==> src/rtl/dut_bus_pkg.sv <==
// ============================================================================
//  dut_bus_pkg
//  Shared widths, idle command and arbiter state encoding for dut_bus_arbiter.
//  Revision: 1.0
// ============================================================================
`default_nettype none

package dut_bus_pkg;

  localparam int CMD_W  = 4;
  localparam int ADR_W  = 4;
  localparam int DATA_W = 4;

  localparam logic [CMD_W-1:0] IDLE_CMD = 4'h0;

  typedef enum logic [0:0] {
    ARB_IDLE  = 1'b0,
    ARB_OWNED = 1'b1
  } arb_state_e;

endpackage

`default_nettype wire

==> src/rtl/dut_bus_arbiter_if.sv <==
// ============================================================================
//  dut_bus_arbiter_if
//  Requester-side inputs and registered bus outputs of the arbiter.
//  Revision: 1.0
// ============================================================================
`default_nettype none

interface dut_bus_arbiter_if
  import dut_bus_pkg::*;
#(
  parameter int NUM_REQ = 4
) ();

  logic [NUM_REQ-1:0]         req_i;
  logic [NUM_REQ-1:0]         lock_i;
  logic [NUM_REQ*CMD_W-1:0]   cmd_i;
  logic [NUM_REQ*ADR_W-1:0]   adr_i;
  logic [NUM_REQ*DATA_W-1:0]  data_i;

  logic [NUM_REQ-1:0]         gnt_o;
  logic [$clog2(NUM_REQ)-1:0] owner_o;
  logic                       valid_o;
  logic [CMD_W-1:0]           cmd_o;
  logic [ADR_W-1:0]           adr_o;
  logic [DATA_W-1:0]          data_o;

  // Arbiter side
  modport master (
    input  req_i, lock_i, cmd_i, adr_i, data_i,
    output gnt_o, owner_o, valid_o, cmd_o, adr_o, data_o
  );

  // Requester / driver side
  modport slave (
    output req_i, lock_i, cmd_i, adr_i, data_i,
    input  gnt_o, owner_o, valid_o, cmd_o, adr_o, data_o
  );

endinterface

`default_nettype wire

==> src/rtl/rr_pick.sv <==
// ============================================================================
//  rr_pick
//  Combinational first-set search over req_i starting at start_i, wrapping.
//  Revision: 1.0
// ============================================================================
`default_nettype none

module rr_pick #(
  parameter int N = 4
) (
  input  logic [N-1:0]         req_i,
  input  logic [$clog2(N)-1:0] start_i,
  output logic [$clog2(N)-1:0] idx_o,
  output logic                 found_o
);

  localparam int IDX_W = $clog2(N);

  logic [IDX_W-1:0] cand;

  always_comb begin
    idx_o   = '0;
    found_o = 1'b0;
    cand    = start_i;
    for (int i = 0; i < N; i++) begin
      if (!found_o && req_i[cand]) begin
        found_o = 1'b1;
        idx_o   = cand;
      end
      cand = (cand == IDX_W'(N - 1)) ? '0 : cand + 1'b1;
    end
  end

endmodule

`default_nettype wire

==> src/rtl/dut_bus_arbiter.sv <==
// ============================================================================
//  dut_bus_arbiter
//  Round-robin arbiter with capped lock bursts driving one registered bus.
//  Revision: 1.0
// ============================================================================
`default_nettype none

module dut_bus_arbiter
  import dut_bus_pkg::*;
#(
  parameter int               NUM_REQ   = 4,
  parameter int               MAX_BURST = 4,
  parameter logic [CMD_W-1:0] IDLE_CMD  = dut_bus_pkg::IDLE_CMD
) (
  input  logic              clk,
  input  logic              rst,
  dut_bus_arbiter_if.master bus
);

  localparam int IDX_W = $clog2(NUM_REQ);
  localparam int CNT_W = $clog2(MAX_BURST) + 1;

  typedef logic [IDX_W-1:0] idx_t;

  function automatic idx_t inc_mod(idx_t v);
    return (v == idx_t'(NUM_REQ - 1)) ? '0 : v + 1'b1;
  endfunction

  arb_state_e          state_q,    state_d;
  logic [NUM_REQ-1:0]  gnt_q,      gnt_d;
  idx_t                owner_q,    owner_d;
  idx_t                rr_ptr_q,   rr_ptr_d;
  logic [CNT_W-1:0]    beat_cnt_q, beat_cnt_d;
  logic                valid_q,    valid_d;
  logic [CMD_W-1:0]    cmd_q,      cmd_d;
  logic [ADR_W-1:0]    adr_q,      adr_d;
  logic [DATA_W-1:0]   data_q,     data_d;

  logic [CMD_W-1:0]    req_cmd  [NUM_REQ];
  logic [ADR_W-1:0]    req_adr  [NUM_REQ];
  logic [DATA_W-1:0]   req_data [NUM_REQ];

  logic                beat;
  idx_t                pick_start;
  idx_t                pick_idx;
  logic                pick_found;

  for (genvar k = 0; k < NUM_REQ; k++) begin : g_unpack
    assign req_cmd[k]  = bus.cmd_i[k*CMD_W +: CMD_W];
    assign req_adr[k]  = bus.adr_i[k*ADR_W +: ADR_W];
    assign req_data[k] = bus.data_i[k*DATA_W +: DATA_W];
  end

  assign beat = (state_q == ARB_OWNED) && bus.req_i[owner_q];

  // An owner is checked last by starting one past it; idle searches from rr_ptr.
  assign pick_start = (state_q == ARB_OWNED) ? inc_mod(owner_q) : rr_ptr_q;

  rr_pick #(
    .N (NUM_REQ)
  ) u_rr_pick (
    .req_i   (bus.req_i),
    .start_i (pick_start),
    .idx_o   (pick_idx),
    .found_o (pick_found)
  );

  always_comb begin
    state_d    = state_q;
    gnt_d      = gnt_q;
    owner_d    = owner_q;
    rr_ptr_d   = rr_ptr_q;
    beat_cnt_d = beat_cnt_q;
    valid_d    = 1'b0;
    cmd_d      = IDLE_CMD;
    adr_d      = adr_q;
    data_d     = data_q;

    if (beat) begin
      valid_d = 1'b1;
      cmd_d   = req_cmd[owner_q];
      adr_d   = req_adr[owner_q];
      data_d  = req_data[owner_q];
    end

    // A capped lock with no competitor falls through to the search, which
    // lands back on the owner and restarts its count.
    if (beat && bus.lock_i[owner_q] && (beat_cnt_q < CNT_W'(MAX_BURST - 1))) begin
      beat_cnt_d = beat_cnt_q + 1'b1;
    end else if (pick_found) begin
      state_d    = ARB_OWNED;
      gnt_d      = NUM_REQ'(1) << pick_idx;
      owner_d    = pick_idx;
      beat_cnt_d = '0;
      rr_ptr_d   = inc_mod(pick_idx);
    end else begin
      state_d    = ARB_IDLE;
      gnt_d      = '0;
      beat_cnt_d = '0;
    end
  end

  always_ff @(posedge clk or posedge rst) begin
    if (rst) begin
      state_q    <= ARB_IDLE;
      gnt_q      <= '0;
      owner_q    <= '0;
      rr_ptr_q   <= '0;
      beat_cnt_q <= '0;
      valid_q    <= 1'b0;
      cmd_q      <= IDLE_CMD;
      adr_q      <= '0;
      data_q     <= '0;
    end else begin
      state_q    <= state_d;
      gnt_q      <= gnt_d;
      owner_q    <= owner_d;
      rr_ptr_q   <= rr_ptr_d;
      beat_cnt_q <= beat_cnt_d;
      valid_q    <= valid_d;
      cmd_q      <= cmd_d;
      adr_q      <= adr_d;
      data_q     <= data_d;
    end
  end

  assign bus.gnt_o   = gnt_q;
  assign bus.owner_o = owner_q;
  assign bus.valid_o = valid_q;
  assign bus.cmd_o   = cmd_q;
  assign bus.adr_o   = adr_q;
  assign bus.data_o  = data_q;

endmodule

`default_nettype wire

==> src/flat_wrapper.sv <==
// flat-port wrapper written by rule: the top's interface ports become plain ports
module dut_bus_arbiter_flat import dut_bus_pkg::*;
#(
  parameter int               NUM_REQ   = 4,
  parameter int               MAX_BURST = 4,
  parameter logic [CMD_W-1:0] IDLE_CMD  = dut_bus_pkg::IDLE_CMD
)
  (clk, rst, bus_req_i, bus_lock_i, bus_cmd_i, bus_adr_i, bus_data_i, bus_gnt_o, bus_owner_o, bus_valid_o, bus_cmd_o, bus_adr_o, bus_data_o);
  dut_bus_arbiter_if #(.NUM_REQ(NUM_REQ)) bus_i ();
  input  logic clk;
  input  logic rst;
  input wire logic [$bits(bus_i.req_i)-1:0] bus_req_i;
  input wire logic [$bits(bus_i.lock_i)-1:0] bus_lock_i;
  input wire logic [$bits(bus_i.cmd_i)-1:0] bus_cmd_i;
  input wire logic [$bits(bus_i.adr_i)-1:0] bus_adr_i;
  input wire logic [$bits(bus_i.data_i)-1:0] bus_data_i;
  output wire logic [$bits(bus_i.gnt_o)-1:0] bus_gnt_o;
  output wire logic [$bits(bus_i.owner_o)-1:0] bus_owner_o;
  output wire logic [$bits(bus_i.valid_o)-1:0] bus_valid_o;
  output wire logic [$bits(bus_i.cmd_o)-1:0] bus_cmd_o;
  output wire logic [$bits(bus_i.adr_o)-1:0] bus_adr_o;
  output wire logic [$bits(bus_i.data_o)-1:0] bus_data_o;
  assign bus_i.req_i = bus_req_i;
  assign bus_i.lock_i = bus_lock_i;
  assign bus_i.cmd_i = bus_cmd_i;
  assign bus_i.adr_i = bus_adr_i;
  assign bus_i.data_i = bus_data_i;
  assign bus_gnt_o = bus_i.gnt_o;
  assign bus_owner_o = bus_i.owner_o;
  assign bus_valid_o = bus_i.valid_o;
  assign bus_cmd_o = bus_i.cmd_o;
  assign bus_adr_o = bus_i.adr_o;
  assign bus_data_o = bus_i.data_o;
  dut_bus_arbiter #(.NUM_REQ(NUM_REQ), .MAX_BURST(MAX_BURST), .IDLE_CMD(IDLE_CMD)) u_core (.clk(clk), .rst(rst), .bus(bus_i));
endmodule
==> config.mk <==
export PLATFORM = sky130hd
export DESIGN_NAME = dut_bus_arbiter_flat
export DESIGN_NICKNAME = d
export VERILOG_FILES = /design/src/rtl/dut_bus_pkg.sv /design/src/rtl/dut_bus_arbiter_if.sv /design/src/rtl/rr_pick.sv /design/src/rtl/dut_bus_arbiter.sv /design/src/flat_wrapper.sv
export SDC_FILE = /design/constraint.sdc
export NUM_CORES = 1
export LEC_CHECK = 0
export BUFFER_PORTS_ARGS = -buffer_cell sky130_fd_sc_hd__clkbuf_2
export CAP_MARGIN = 5
export CORE_MARGIN = 2
export CORE_UTILIZATION = 43
export CTS_CLUSTER_DIAMETER = 100
export DETAILED_ROUTE_END_ITERATION = 16
export PLACE_DENSITY = 0.77
export SLEW_MARGIN = 20
export SYNTH_ARGS = -nofsm -noshare
export SYNTH_HDL_FRONTEND = slang
export SYNTH_SLANG_ARGS = --single-unit
==> constraint.sdc <==
create_clock -name clk -period 3.3 [get_ports clk]
set_clock_uncertainty 0.1 [all_clocks]
set_input_delay 0.165 -clock clk [delete_from_list [all_inputs] [get_ports clk]]
set_output_delay 0.165 -clock clk [all_outputs]
set_load 0.05 [all_outputs]
[Yosys cells after proc, flatten, opt, wreduce, memory -nomap -nowiden]
Cells that the tools add are included.
Storage, ports and cells
  logic and storage cells: 80
  bits in registers: 25
  input bits: 58
  output and inout port bits: 19
Cells by class
  reductions and logical operators: 10
  magnitude comparators: 7
  multiplexer cells: 40
  $add $sub $neg: 6
  shift-type cells: 1
  equality and inequality tests: 5
  bitwise operators: 2
Operator list (count)
  $mux W4: 8
  $bmux W4 S2: 3
  $mux W2: 10
  $lt A2 B3 Y1 const B: 5
  $bmux W1 S2: 6
  $mux W1: 12
  $add A2 B1 Y2 const B: 5
  $eq A2 B2 Y1 const B: 5
  $logic_and A1 B1 Y1: 6
  $shl A1 B2 Y4 const A: 1
  $add A3 B1 Y3 const B: 1
  $ge A3 B3 Y1 const B: 1
  $logic_not A1 Y1: 3
  $lt A3 B2 Y1 const B: 1
  $mux W3: 1
  $not A2 Y3: 1
  $reduce_and A2 Y1: 1
  $not A1 Y1: 1

[Depth between registers and ports, before layout]
  depth after elaboration: 17
  mapped depth: 12

[By module]
Synthesis repeated with hierarchy kept, for this count alone.
Second synthesis, totals
  cells, all modules: 140
  area total of the unflattened synthesis: 1725.4 sq um
By module, submodules not included
  dut_bus_arbiter: cells each 99, area each 1440.1 sq um, times used 1
  rr_pick: cells each 41, area each 285.3 sq um, times used 1

[Worst setup path after synthesis]
No wires, ideal clock.
  path kind: reg-to-reg
  from: register u_core.owner_q[1] (netlist: u_core.bus.owner_o[1])
  to: register u_core.rr_ptr_q[0]
  period minus slack after synthesis: 3800 ps
  required time: 3096 ps
  path slack: -500 ps
  arrival: 3597 ps
  stages on the path, launching flop included: 11
  buffers on the path: 0
  setup time: 104 ps
  cells stage by stage: dfrtp_1 ha_1 mux2i_4 inv_4 ha_1 nor3_2 mux4_2 nor4b_2 o221ai_2 ha_1 o41ai_2
On the way
  longest elaborated chain between the ends: 17
  elaborated cells between the ends (all ways): 47
  those cells by class: add/sub (5); eq/ne (5); mux (26); bitwise (1); reduce/logical (10)
RTL lines
  start: declaration: RTL line dut_bus_arbiter.sv:31  | idx_t owner_q, owner_d;
  start signal: assignment: RTL line dut_bus_arbiter.sv:117  | owner_q <= owner_d;
  $add A2 B1 Y2 / $eq A2 B2 Y1 (equally long branches): RTL line dut_bus_arbiter.sv:26  | return (v == idx_t'(NUM_REQ - 1)) ? '0 : v + 1'b1;
  $mux W2 (*): RTL line dut_bus_arbiter.sv:26
  $mux W2 (*): RTL line dut_bus_arbiter.sv:57  | assign pick_start = (state_q == ARB_OWNED) ? inc_mod(owner_q) : rr_ptr_q;
  branches (longest 11 deep; another with $add A2 B1 Y2)
  $mux W2 (*): RTL line rr_pick.sv:26  | if (!found_o && req_i[cand]) begin
  net u_core.pick_idx[1]: RTL line dut_bus_arbiter.sv:45  | idx_t pick_idx;
  $eq A2 B2 Y1 (*): RTL line dut_bus_arbiter.sv:26
  $mux W2 (*): RTL line dut_bus_arbiter.sv:26
  end signal: assignment: RTL line dut_bus_arbiter.sv:118  | rr_ptr_q <= rr_ptr_d;
  end: declaration: RTL line dut_bus_arbiter.sv:32  | idx_t rr_ptr_q, rr_ptr_d;
Mark *: on every way through the listed nets, which the timed path passes. The select of a mux whose other input is x is not followed.
A chain may end at the register's enable or synchronous reset.

[Worst setup path in the final report]
  from: register u_core.owner_q[1] (netlist: u_core.bus.owner_o[1])
  to: register u_core.rr_ptr_q[1]
On the way
  longest elaborated chain between the ends: 17
  elaborated cells between the ends (all ways): 47
  those cells by class: add/sub (5); eq/ne (5); mux (26); bitwise (1); reduce/logical (10)
RTL lines (RTL line)
  $add A2 B1 Y2 / $eq A2 B2 Y1 (equally long branches): dut_bus_arbiter.sv:26
  $mux W2 (*): dut_bus_arbiter.sv:26
  $mux W2 (*): dut_bus_arbiter.sv:57
  branches (longest 11 deep; another with $add A2 B1 Y2)
  $mux W2 (*): rr_pick.sv:26
  net u_core.pick_idx[1]: dut_bus_arbiter.sv:45
  $add A2 B1 Y2 / $eq A2 B2 Y1 (equally long branches): dut_bus_arbiter.sv:26
  $mux W2 (*): dut_bus_arbiter.sv:26
Marked as above.

==> results.md <==
| Parameter | This run | Unit |
|---|---|---|
| Startpoint of the most critical register-to-register path | u_core.bus.owner_o[1] | - |
| Count of placed standard cells including taps | 256 | - |
| Flop and latch count out of synthesis | 25 | - |
| Number of enable-type register cells in the synthesized netlist | 0 | - |
| Min-Delay Startpoint | bus_data_i[14] | - |
| Delay contributed by the slowest stage of the critical path | 550 | ps |
| Num CTS Buffers | 3 | - |
| FFs w/ async S/R, synth | 100 | % |
| Average cell area after synthesis | 13.2 | um^2 |
| Most used standard cells in the synthesized netlist | 25 x dfrtp_1, 15 x mux4_2, 10 x mux2_2, 7 x ha_1 | - |
| Xor/xnor cell area share of the yosys netlist | 0 | % |
| Endpoint with the worst hold slack | u_core.bus.data_o[2] | - |
| Final max-slew violation count | 0 | - |
| Via count of the routed design | 1413 | - |
| Time the worst path needs with I/O delays and setup | 3040 | ps |
| Cell count of the worst hold path | 3 | - |
| Worst supply voltage drop on vdd | 747 | uV |
| Maximum number of buffers from clock root to sink | 2 | - |
| Count of warnings emitted by yosys | 0 | - |
| Antenna diode instance count | 0 | - |
| Result of the run | complete, no violations | - |
| Number of nets at the end of the flow | 277 | - |
| Layout cell share with drive strength beyond 1 | 62.6 | % |
| Max-capacitance violation count | 0 | - |
| Setup slack, reg-to-reg | 260 | ps |
| CTS sink count | 25 | - |
| Max Clock Freq | 329 | MHz |
| Post-route cell area | 0.00229 | mm^2 |
| Number of buffers added on ports | 76 | - |
| Leakage power total | 1.11 | nW |
| Crit start category | flip-flop | - |
| Placer congestion estimate | 0.863 | - |
| FP Rows | 23 | - |
| Overall routing resource usage | 17.4 | % |
| Post-synthesis share of cell area spent on full adders, half adders and majority gates | 5.07 | % |
| Area of the die | 0.00454 | mm^2 |
| Sequential cell area | 631 | um^2 |
| Core occupancy in the finished layout | 58.0 | % |
| Sort of element at the end of the critical path | flip-flop | - |
| Top cell type's share of synthesized area | 36.2 | % |
| Post-synth top area cell | dfrtp_1 | - |
| Crit path required time | 3380 | ps |
| Aggregate routed wire length | 3770 | um |
| Final cell count without fillers | 261 | - |
| Setup TNS after final layout | 0 | ps |
| Wirelength per Cell | 14.4 | um |
| TritonCTS clock tree | yes | - |
| Standard cell core area | 0.00394 | mm^2 |
| Cell variety after synth | 39 | - |
| DRC Markers | 0 | - |
| Critical Path Source | u_core.bus.owner_o[1] | - |
| Sequential fraction of the synthesis area | 36.2 | % |
| DRC marker count from the first detailed-route iteration | 50 | - |
| Cells after synthesis | 131 | - |
| # setup viols final | 0 | - |
| Dominant combinational cell family by area after synthesis | multiplexers | - |
| Worst-path cell with the longest stage delay | mux4_2 | - |
| Final clock period utilization by the worst path | 92.2 | % |
| IO Count | 77 | - |
| Reg-to-Reg End | u_core.rr_ptr_q[1] | - |
| Maximum level of the CTS H-tree | 1 | - |
| Power density over the cells | 1360 | mW/mm^2 |
| Multiplexer area fraction after synthesis | 34.3 | % |
| Cell types with the largest area share after synthesis | dfrtp_1 36%, mux4_2 20%, mux2_2 6.5% | - |
| Most frequent cell after synthesis | dfrtp_1 | - |
| Simple-gate share of the synthesized area | 9.33 | % |
| Critical path fanouts, max | 5 | - |
| Starting density of the core | 43.9 | % |
| Number of inserted filler cells in the final layout | 331 | - |
| Synthesized-area fraction occupied by ao, oa, aoi and oai cells | 11.4 | % |
| Clk pin slew, worst setup/hold paths | 90 | ps |
| Number of nets still failing antenna checks after routing | 0 | - |
| Number of global-route vias before repair | 1448 | - |
| Root Buffer | clkbuf_8 | - |
| M1 GR Usage | 20.6 | % |
| Most heavily used metal layer in global routing | met2 | - |
| Remaining global-route overflow | 0 | - |
| Met2 GRT Util | 33.4 | % |
| Width of the chip | 67.4 | um |
| Hold violation total from the final report | 0 | - |
| Netlist area before placement | 0.00173 | mm^2 |
| Synthesized netlist net count | 196 | - |
| Most used cell, CP | ha_4 | - |
| Setup repair after global routing missed its margin | false | - |
| Placed standard-cell area | 0.00223 | mm^2 |
| Height of the die | 67.4 | um |
| Post-CTS setup buffer count | 0 | - |
| Class of the most critical hold timing path | in -> reg | - |
| Primary flip-flop cell chosen by synthesis mapping | dfrtp_1 | - |
| Vias per Instance | 5.41 | - |
| Initial antenna violation count | 0 | - |
| Area taken by multi-input logic gates | 0.00107 | mm^2 |
| Hold_ws | 254 | ps |
| Worst path cell trace | ha_4 > mux2i_4 > inv_4 > ha_4 > nor3_4 > mux4_2 > nor4b_2 > o221ai_2 > inv_1 > ha_1 > o31ai_1 | - |
| Worst Tran Pin Value | 888 | ps |
| Layout Area Growth over Synthesis | 32.3 | % |
| Detailed-router iteration count before antenna repair | 4 | - |
| Pin count of the biggest net entering global routing | 26 | - |
| Critical path type | reg -> reg | - |
| Met3 Use GR | 2.17 | % |
| Later-pin clock latency in the skew report | 260 | ps |
| CP Data Arrival Time | 3120 | ps |
| Worst reg2reg path depth | 11 | - |
| Global-route wire length before repair | 6090 | um |
| DP HPWL | 3050 | um |
| Slew HR | 40.8 | % |
## worst max-delay path by stage
| stage | to | slack [ps] | cells past startpoint |
|---|---|---|---|
| global placement | u_core.rr_ptr_q[1] | 310 | 11 |
| CTS | u_core.rr_ptr_q[1] | 230 | 11 |
| floorplan | u_core.rr_ptr_q[1] | -40 | 11 |
| global route | u_core.rr_ptr_q[1] | 90 | 11 |
| detailed placement | u_core.rr_ptr_q[1] | 240 | 11 |
| finish | u_core.rr_ptr_q[1] | 260 | 11 |
## worst max-delay path: cells and delay by family (launching register included)
kind	cells	cell delay [ps]
DFF	1	490
muxes	2	720
and+or+nand+nor	2	450
AOI/OAI and AO/OA	2	360
buffers and inverters	2	190
adders and majority gates	3	650
## cell families after synthesis
family | after synthesis
compound gates | 23
fa+ha+maj | 7
buf+inv | 15
flops | 25
mux | 36
simple gates | 25
## stage by stage
step | setup WS (ps) | power (mW)
final | 259 | 3.10
after CTS | 231 | 3.12
after detailed placement | 240 | 2.94
after floorplan | -38.0 | 2.45
after global placement | 310 | 2.90
after global routing | 90.7 | 3.34
## per-layer routing
layer | wire (um) | up-vias | part of all wire, %
met5 | 0 | - | 0
met4 | 21 | 0 | 0.56
met3 | 312 | 2 | 8.3
met2 | 1840 | 58 | 49
met1 | 1590 | 686 | 42
li1 | - | 667 | -
## placed cells by master (no fill, tap or decap), types with 2 or more instances in the layout
cell type / netlist / layout
a21o_1: 3 / 3
a22o_1: 5 / 5
and2_1: 2 / 2
and3_1: 4 / 4
buf_4: 0 / 8
clkbuf_2: 0 / 76
clkbuf_8: 0 / 3
dfrtp_1: 25 / 23
ha_1: 7 / 4
ha_4: 0 / 2
inv_1: 5 / 5
mux2_2: 10 / 10
mux2_4: 3 / 3
mux2i_1: 5 / 5
mux4_2: 15 / 15
nand2_1: 3 / 3
nand2b_1: 2 / 2
nor2_1: 3 / 3
nor3_1: 3 / 3
o21ai_1: 4 / 4
o31ai_1: 3 / 3
## what timing repair did
item | in CTS | in global routing
hold buffers | 1 | 0
resized for setup | 0 | 0
hold endpoints to repair | 14 | 0
## report_power, final
| part | internal (mW) | switching, mW |
|---|---|---|
| registers | 0.463 | 0.0796 |
| clock network | 0.0841 | 0.0891 |
| logic | 1.09 | 1.30 |
| total | 1.63 | 1.47 |
## state kept, by name, indices dropped and copies added, names as in the netlist
name and cells:
u_core.bus.valid_o 1, u_core.bus.owner_o 2, u_core.bus.data_o 4, u_core.bus.cmd_o 4, u_core.bus.gnt_o 4, u_core.state_q 1, u_core.rr_ptr_q 2, u_core.beat_cnt_q 3
u_core.bus.adr_o 4
## layout make-up
cell class                 count  share of cell area [%]
clock inverter                 1                   0.219
multi-input combinational     91                    46.9
clock buffer                   3                    1.81
tap                           50                    2.74
inverter                       6                    1.09
timing repair buffer          85                    19.7
sequential                    25                    27.6
Note: power is estimated with default switching activity, not from simulation.
